--- src/rtl/cv32e40p_x_result_buf.sv ---
// In-order buffer for coprocessor results, draining into register-file port B when the core leaves it free.
// Optional zero-latency path when the buffer is empty: define CV32E40P_X_RESULT_BYPASS_EN.
module cv32e40p_x_result_buf #(
    parameter int DEPTH        = 2,
    parameter int STARVE_LIMIT = 4
) (
    input  logic        clk_i,
    input  logic        rst_ni,
    input  logic        x_result_valid_i,
    output logic        x_result_ready_o,
    input  logic [3:0]  x_result_id_i,
    input  logic [31:0] x_result_data_i,
    input  logic [4:0]  x_result_rd_i,
    input  logic        x_result_we_i,
    input  logic        core_we_wb_i,
    output logic        rf_we_o,
    output logic [4:0]  rf_waddr_o,
    output logic [31:0] rf_wdata_o,
    output logic        sb_clear_valid_o,
    output logic [4:0]  sb_clear_rd_o,
    output logic [3:0]  sb_clear_id_o,
    output logic        x_wb_stall_req_o,
    output logic        buf_empty_o,
    output logic        buf_full_o
);

    localparam int PTR_W = (DEPTH > 1) ? $clog2(DEPTH) : 1;
    localparam int CNT_W = $clog2(DEPTH + 1);
    localparam logic [PTR_W-1:0] LAST_PTR   = PTR_W'(DEPTH - 1);
    localparam logic [CNT_W-1:0] DEPTH_CNT  = CNT_W'(DEPTH);
    localparam logic [3:0]       STARVE_MAX = 4'(STARVE_LIMIT);

    // Wrap explicitly so non-power-of-two depths index correctly.
    function automatic logic [PTR_W-1:0] ptr_inc(input logic [PTR_W-1:0] ptr);
        if (ptr == LAST_PTR) begin
            return '0;
        end else begin
            return ptr + PTR_W'(1);
        end
    endfunction

    logic [31:0]      data_mem_r [DEPTH];
    logic [4:0]       rd_mem_r   [DEPTH];
    logic [3:0]       id_mem_r   [DEPTH];
    logic [PTR_W-1:0] wr_ptr_r;
    logic [PTR_W-1:0] rd_ptr_r;
    logic [CNT_W-1:0] count_r;
    logic [3:0]       starve_r;

    logic empty_s;
    logic full_s;
    logic accept_s;
    logic push_s;
    logic pop_s;
    logic bypass_s;

    // Status is forced to its idle value while reset is held so outputs never reflect stale state.
    assign empty_s  = (count_r == {CNT_W{1'b0}}) | ~rst_ni;
    assign full_s   = (count_r == DEPTH_CNT) & rst_ni;
    assign accept_s = x_result_valid_i & ~full_s & rst_ni;
    assign pop_s    = ~empty_s & ~core_we_wb_i;

`ifdef CV32E40P_X_RESULT_BYPASS_EN
    assign bypass_s = empty_s & ~core_we_wb_i & accept_s & x_result_we_i & (x_result_rd_i != 5'd0);
`else
    assign bypass_s = 1'b0;
`endif

    // Results without a real destination are swallowed here.
    assign push_s = accept_s & x_result_we_i & (x_result_rd_i != 5'd0) & ~bypass_s;

    assign x_result_ready_o = ~full_s;
    assign buf_empty_o      = empty_s;
    assign buf_full_o       = full_s;
    assign x_wb_stall_req_o = rst_ni & (starve_r == STARVE_MAX);

    // FIFO storage, pointers, occupancy and starvation tracking.
    always_ff @(posedge clk_i) begin
        if (!rst_ni) begin
            for (int i = 0; i < DEPTH; i++) begin
                data_mem_r[i] <= 32'd0;
                rd_mem_r[i]   <= 5'd0;
                id_mem_r[i]   <= 4'd0;
            end
            wr_ptr_r <= '0;
            rd_ptr_r <= '0;
            count_r  <= '0;
            starve_r <= 4'd0;
        end else begin
            if (push_s) begin
                data_mem_r[wr_ptr_r] <= x_result_data_i;
                rd_mem_r[wr_ptr_r]   <= x_result_rd_i;
                id_mem_r[wr_ptr_r]   <= x_result_id_i;
                wr_ptr_r             <= ptr_inc(wr_ptr_r);
            end
            if (pop_s) begin
                rd_ptr_r <= ptr_inc(rd_ptr_r);
            end
            case ({push_s, pop_s})
                2'b10:   count_r <= count_r + CNT_W'(1);
                2'b01:   count_r <= count_r - CNT_W'(1);
                default: count_r <= count_r;
            endcase
            if (pop_s || empty_s) begin
                starve_r <= 4'd0;
            end else if (starve_r != STARVE_MAX) begin
                starve_r <= starve_r + 4'd1;
            end else begin
                starve_r <= starve_r;
            end
        end
    end

    // Port-B write and scoreboard clear come from the head entry, or straight from the channel on bypass.
    always_comb begin
        rf_we_o          = 1'b0;
        rf_waddr_o       = 5'd0;
        rf_wdata_o       = 32'd0;
        sb_clear_valid_o = 1'b0;
        sb_clear_rd_o    = 5'd0;
        sb_clear_id_o    = 4'd0;
        if (pop_s) begin
            rf_we_o          = 1'b1;
            rf_waddr_o       = rd_mem_r[rd_ptr_r];
            rf_wdata_o       = data_mem_r[rd_ptr_r];
            sb_clear_valid_o = 1'b1;
            sb_clear_rd_o    = rd_mem_r[rd_ptr_r];
            sb_clear_id_o    = id_mem_r[rd_ptr_r];
        end else if (bypass_s) begin
            rf_we_o          = 1'b1;
            rf_waddr_o       = x_result_rd_i;
            rf_wdata_o       = x_result_data_i;
            sb_clear_valid_o = 1'b1;
            sb_clear_rd_o    = x_result_rd_i;
            sb_clear_id_o    = x_result_id_i;
        end else begin
            rf_we_o          = 1'b0;
        end
    end

endmodule

--- config.mk ---
export PLATFORM = sky130hd
export DESIGN_NAME = cv32e40p_x_result_buf
export DESIGN_NICKNAME = d
export VERILOG_FILES = /design/src/rtl/cv32e40p_x_result_buf.sv
export SDC_FILE = /design/constraint.sdc
export NUM_CORES = 1
export LEC_CHECK = 0
export ABC_AREA = 1
export BUFFER_PORTS_ARGS = -buffer_cell sky130_fd_sc_hd__buf_2
export CORE_ASPECT_RATIO = 0.7
export CORE_UTILIZATION = 45
export CTS_CLUSTER_SIZE = 10
export DETAILED_ROUTE_END_ITERATION = 8
export GPL_ROUTABILITY_DRIVEN = 0
export HOLD_SLACK_MARGIN = 0.06
export PLACE_DENSITY = 0.76
export SKIP_LAST_GASP = 1
export SLEW_MARGIN = 20
export SYNTH_ARGS = -nofsm -noshare
export SYNTH_HDL_FRONTEND = slang
export SYNTH_SLANG_ARGS = --single-unit
--- constraint.sdc ---
create_clock -name clk_i -period 3.2 [get_ports clk_i]
set_clock_uncertainty 0.2 [all_clocks]
set_input_delay 0.16 -clock clk_i [delete_from_list [all_inputs] [get_ports clk_i]]
set_output_delay 0.16 -clock clk_i [all_outputs]
set_load 0.01 [all_outputs]
==> reports/metrics.cfg <==
[run_status]
outcome = complete, no violations

[global_routing]
antenna_found_initial = 0
overflow = 0
grt_usage_pct = 19.6
grt_max_degree = 43
grt_pass1_wl_um = 14700
grt_pass1_vias = 3091

[routing]
via_count = 3211
drt_first_pass_iters = 4
drc = 0
routed_via_density = 4.74
drt_iter0_drc = 254
ant_nets = 0
wire_per_inst_um = 13.6
totalWireLength_um = 9230

[yosys]
synth_top_family_by_area = simple AND/OR/NAND/NOR gates
synth.cell_area_um2 = 4240
ys.warnings.count = 0
synth_seq_area_share_pct = 62.3
syn-num-nets = 471
muxShareOfSynthArea_pct = 0
synth_compound_area_share_pct = 5.66
synth_top_area_share_pct = 58.0
synth_cells = 422
synth.area.top_cells = edfxtp_1 58%, nand2_1 8.7%, nor2_2 6.2%
synth_cell_types = 25
synth.largest_area_cell = edfxtp_1
synth_xor_area_share_pct = 0.619
ys_ff_latch = 91
avgSynthCellArea_um2 = 10.1
synthAdderAreaFrac_pct = 0.885
synth-simple-area-share_pct = 21.2

[layout]
fillers = 765
syn_to_final_growth_pct = 28.2
seq_area_um2 = 2640
multiInputGateArea_um2 = 1210
layout.cells.non_filler = 678
n_antenna_cell = 0
layout_commonest_cell = buf_2
nets = 600
final_layout_size_suffix_gt1_share_pct = 30.0
fin_area_um2 = 5440
most-common-layout-cells = 97 x buf_2, 96 x nand2_1, 82 x edfxtp_1, 51 x inv_1, 49 x nor2_1

[sta]
setup_viol = 0
fin_tns_setup_ns = 0
post-route-min-period_ns = 2.46
slew-limit-headroom_pct = 49.4
timing.final.hold_violations = 0
slew_viol_final = 0
clock.fmax_mhz = 407
fin_ws_ns = 0.743
worst_pin_slew_ns = 0.757
rsz0062_at_grt = no
period_share_pct = 76.8

[clock_tree]
cts_buffer_depth = 2
cts_setup_buffers = 0
cts.reportedPaths.clkPinSlew_ns = 0.06
clock-sinks = 91
cts_max_level = 3
cts_root_buffer = clkbuf_16
cts_tree = built
cts_made_buffers = 9
clkLatencyLatePin_ns = 0.33

[place]
dp.cells = 621
placed_cell_area_um2 = 4760
hpwl_um = 5510
io_buffers = 97
place_ws_ns = 1.22

[pwr]
irDropWorstVdd_mv = 0.303
leakagePower_nw = 2.43
powerDensity_nw_per_um2 = 468

[critical_path]
crit_arrival_ns = 2.10
endpoint_kind = output pin
r2r_cells = 6
cp_max_fo = 42
critical_path_class = primary input to output pin
crit_required_ns = 2.84
start_kind = primary input

[die]
die-area_um2 = 9830
die_x_um = 118
initial_core_util_pct = 46.6
io_pins = 98
placementRows = 29
core_um2 = 9110
chipHeight_um = 83.2

[hold_path]
hold_path.class = primary input to register
min_path_cells = 5

[flow_run]
drv_cap = 0

## per-stage QoR
step | power (mW) | util, % | hold WS, ns
after floorplan | 1.53 | - | 0.148
after global placement | 1.61 | 52.3 | 0.278
after detailed placement | 1.61 | 52.3 | 0.280
after CTS | 2.57 | 59.7 | 0.0768
after global routing | 2.64 | 59.7 | 0.0894
final | 2.54 | 59.7 | 0.0894
## what timing repair did
item | 4_1_cts | 5_1_grt
setup endpoints to repair | 0 | 0
hold buffers | 43 | 0
resized for setup | 0 | 0
endpoints found under the hold margin | 90 | 0
## final timing paths
| path | start | end | slack (ns) |
|---|---|---|---|
| setup / recovery | rst_ni | rf_waddr_o[2] | 0.74 |
| hold / removal | x_result_we_i | wr_ptr_r | 0.09 |
| setup reg to reg | count_r[1] | rd_mem_r[1][4] | 1.25 |
| hold reg to reg | rd_ptr_r | rd_ptr_r | 0.31 |
## sequential cells by signal (all words and copies together) (netlist names), named ones only
signal and count:
count_r 2, data_mem_r 64, id_mem_r 8, rd_mem_r 10, rd_ptr_r 1, starve_r 4
wr_ptr_r 1
## synth_stat cells, drive strengths merged
cell type,n
ha,3
xnor2,1
xor2,2
a31oi,1
o21ai,1
nand3,4
nor2,92
nand2,98
a21oi,45
buf,19
inv,52
nand4,1
or2,1
nor3,1
nand3b,1
edfxtp,82
clkbuf,9
dfxtp,9
## routing by layer
layer	vias up	part of all wire, %	track usage (%)
met2	105	48	32.1
met1	1502	44	24.9
met3	9	7.2	7.28
met5	-	0	0
met4	0	0.87	4.55
li1	1595	-	-
## layout make-up
cell class	count	share of cell area, %
Sequential cell	91	48.6
Clock inverter	4	0.368
Multi-Input combinational cell	251	22.2
Timing Repair Buffer	146	18.1
Tap cell	124	2.85
Clock buffer	10	4.21
Inverter	52	3.59
## worst max-delay path, stage by stage
cell,delay [ns]
dlygate4sd3_1,0.53
buf_2,0.22
o21ai_2,0.10
nor2_2,0.20
inv_2,0.33
a21oi_1,0.33
buf_2,0.19
## cells by family (layout without fill, tap and decap cells)
| group | after synthesis | count (layout) |
|---|---|---|
| compound gates | 47 | 47 |
| xor+xnor | 3 | 3 |
| fa+ha+maj | 3 | 3 |
| buf+inv | 80 | 212 |
| flops | 91 | 91 |
| simple gates | 198 | 198 |
## power by group
part	internal, mW	leakage, nW	switching [mW]
clock	0.511	0.119	0.408
sequential	1.36	0.922	0.0184
combinational	0.102	1.39	0.150
(Power assumes the default switching activity.)
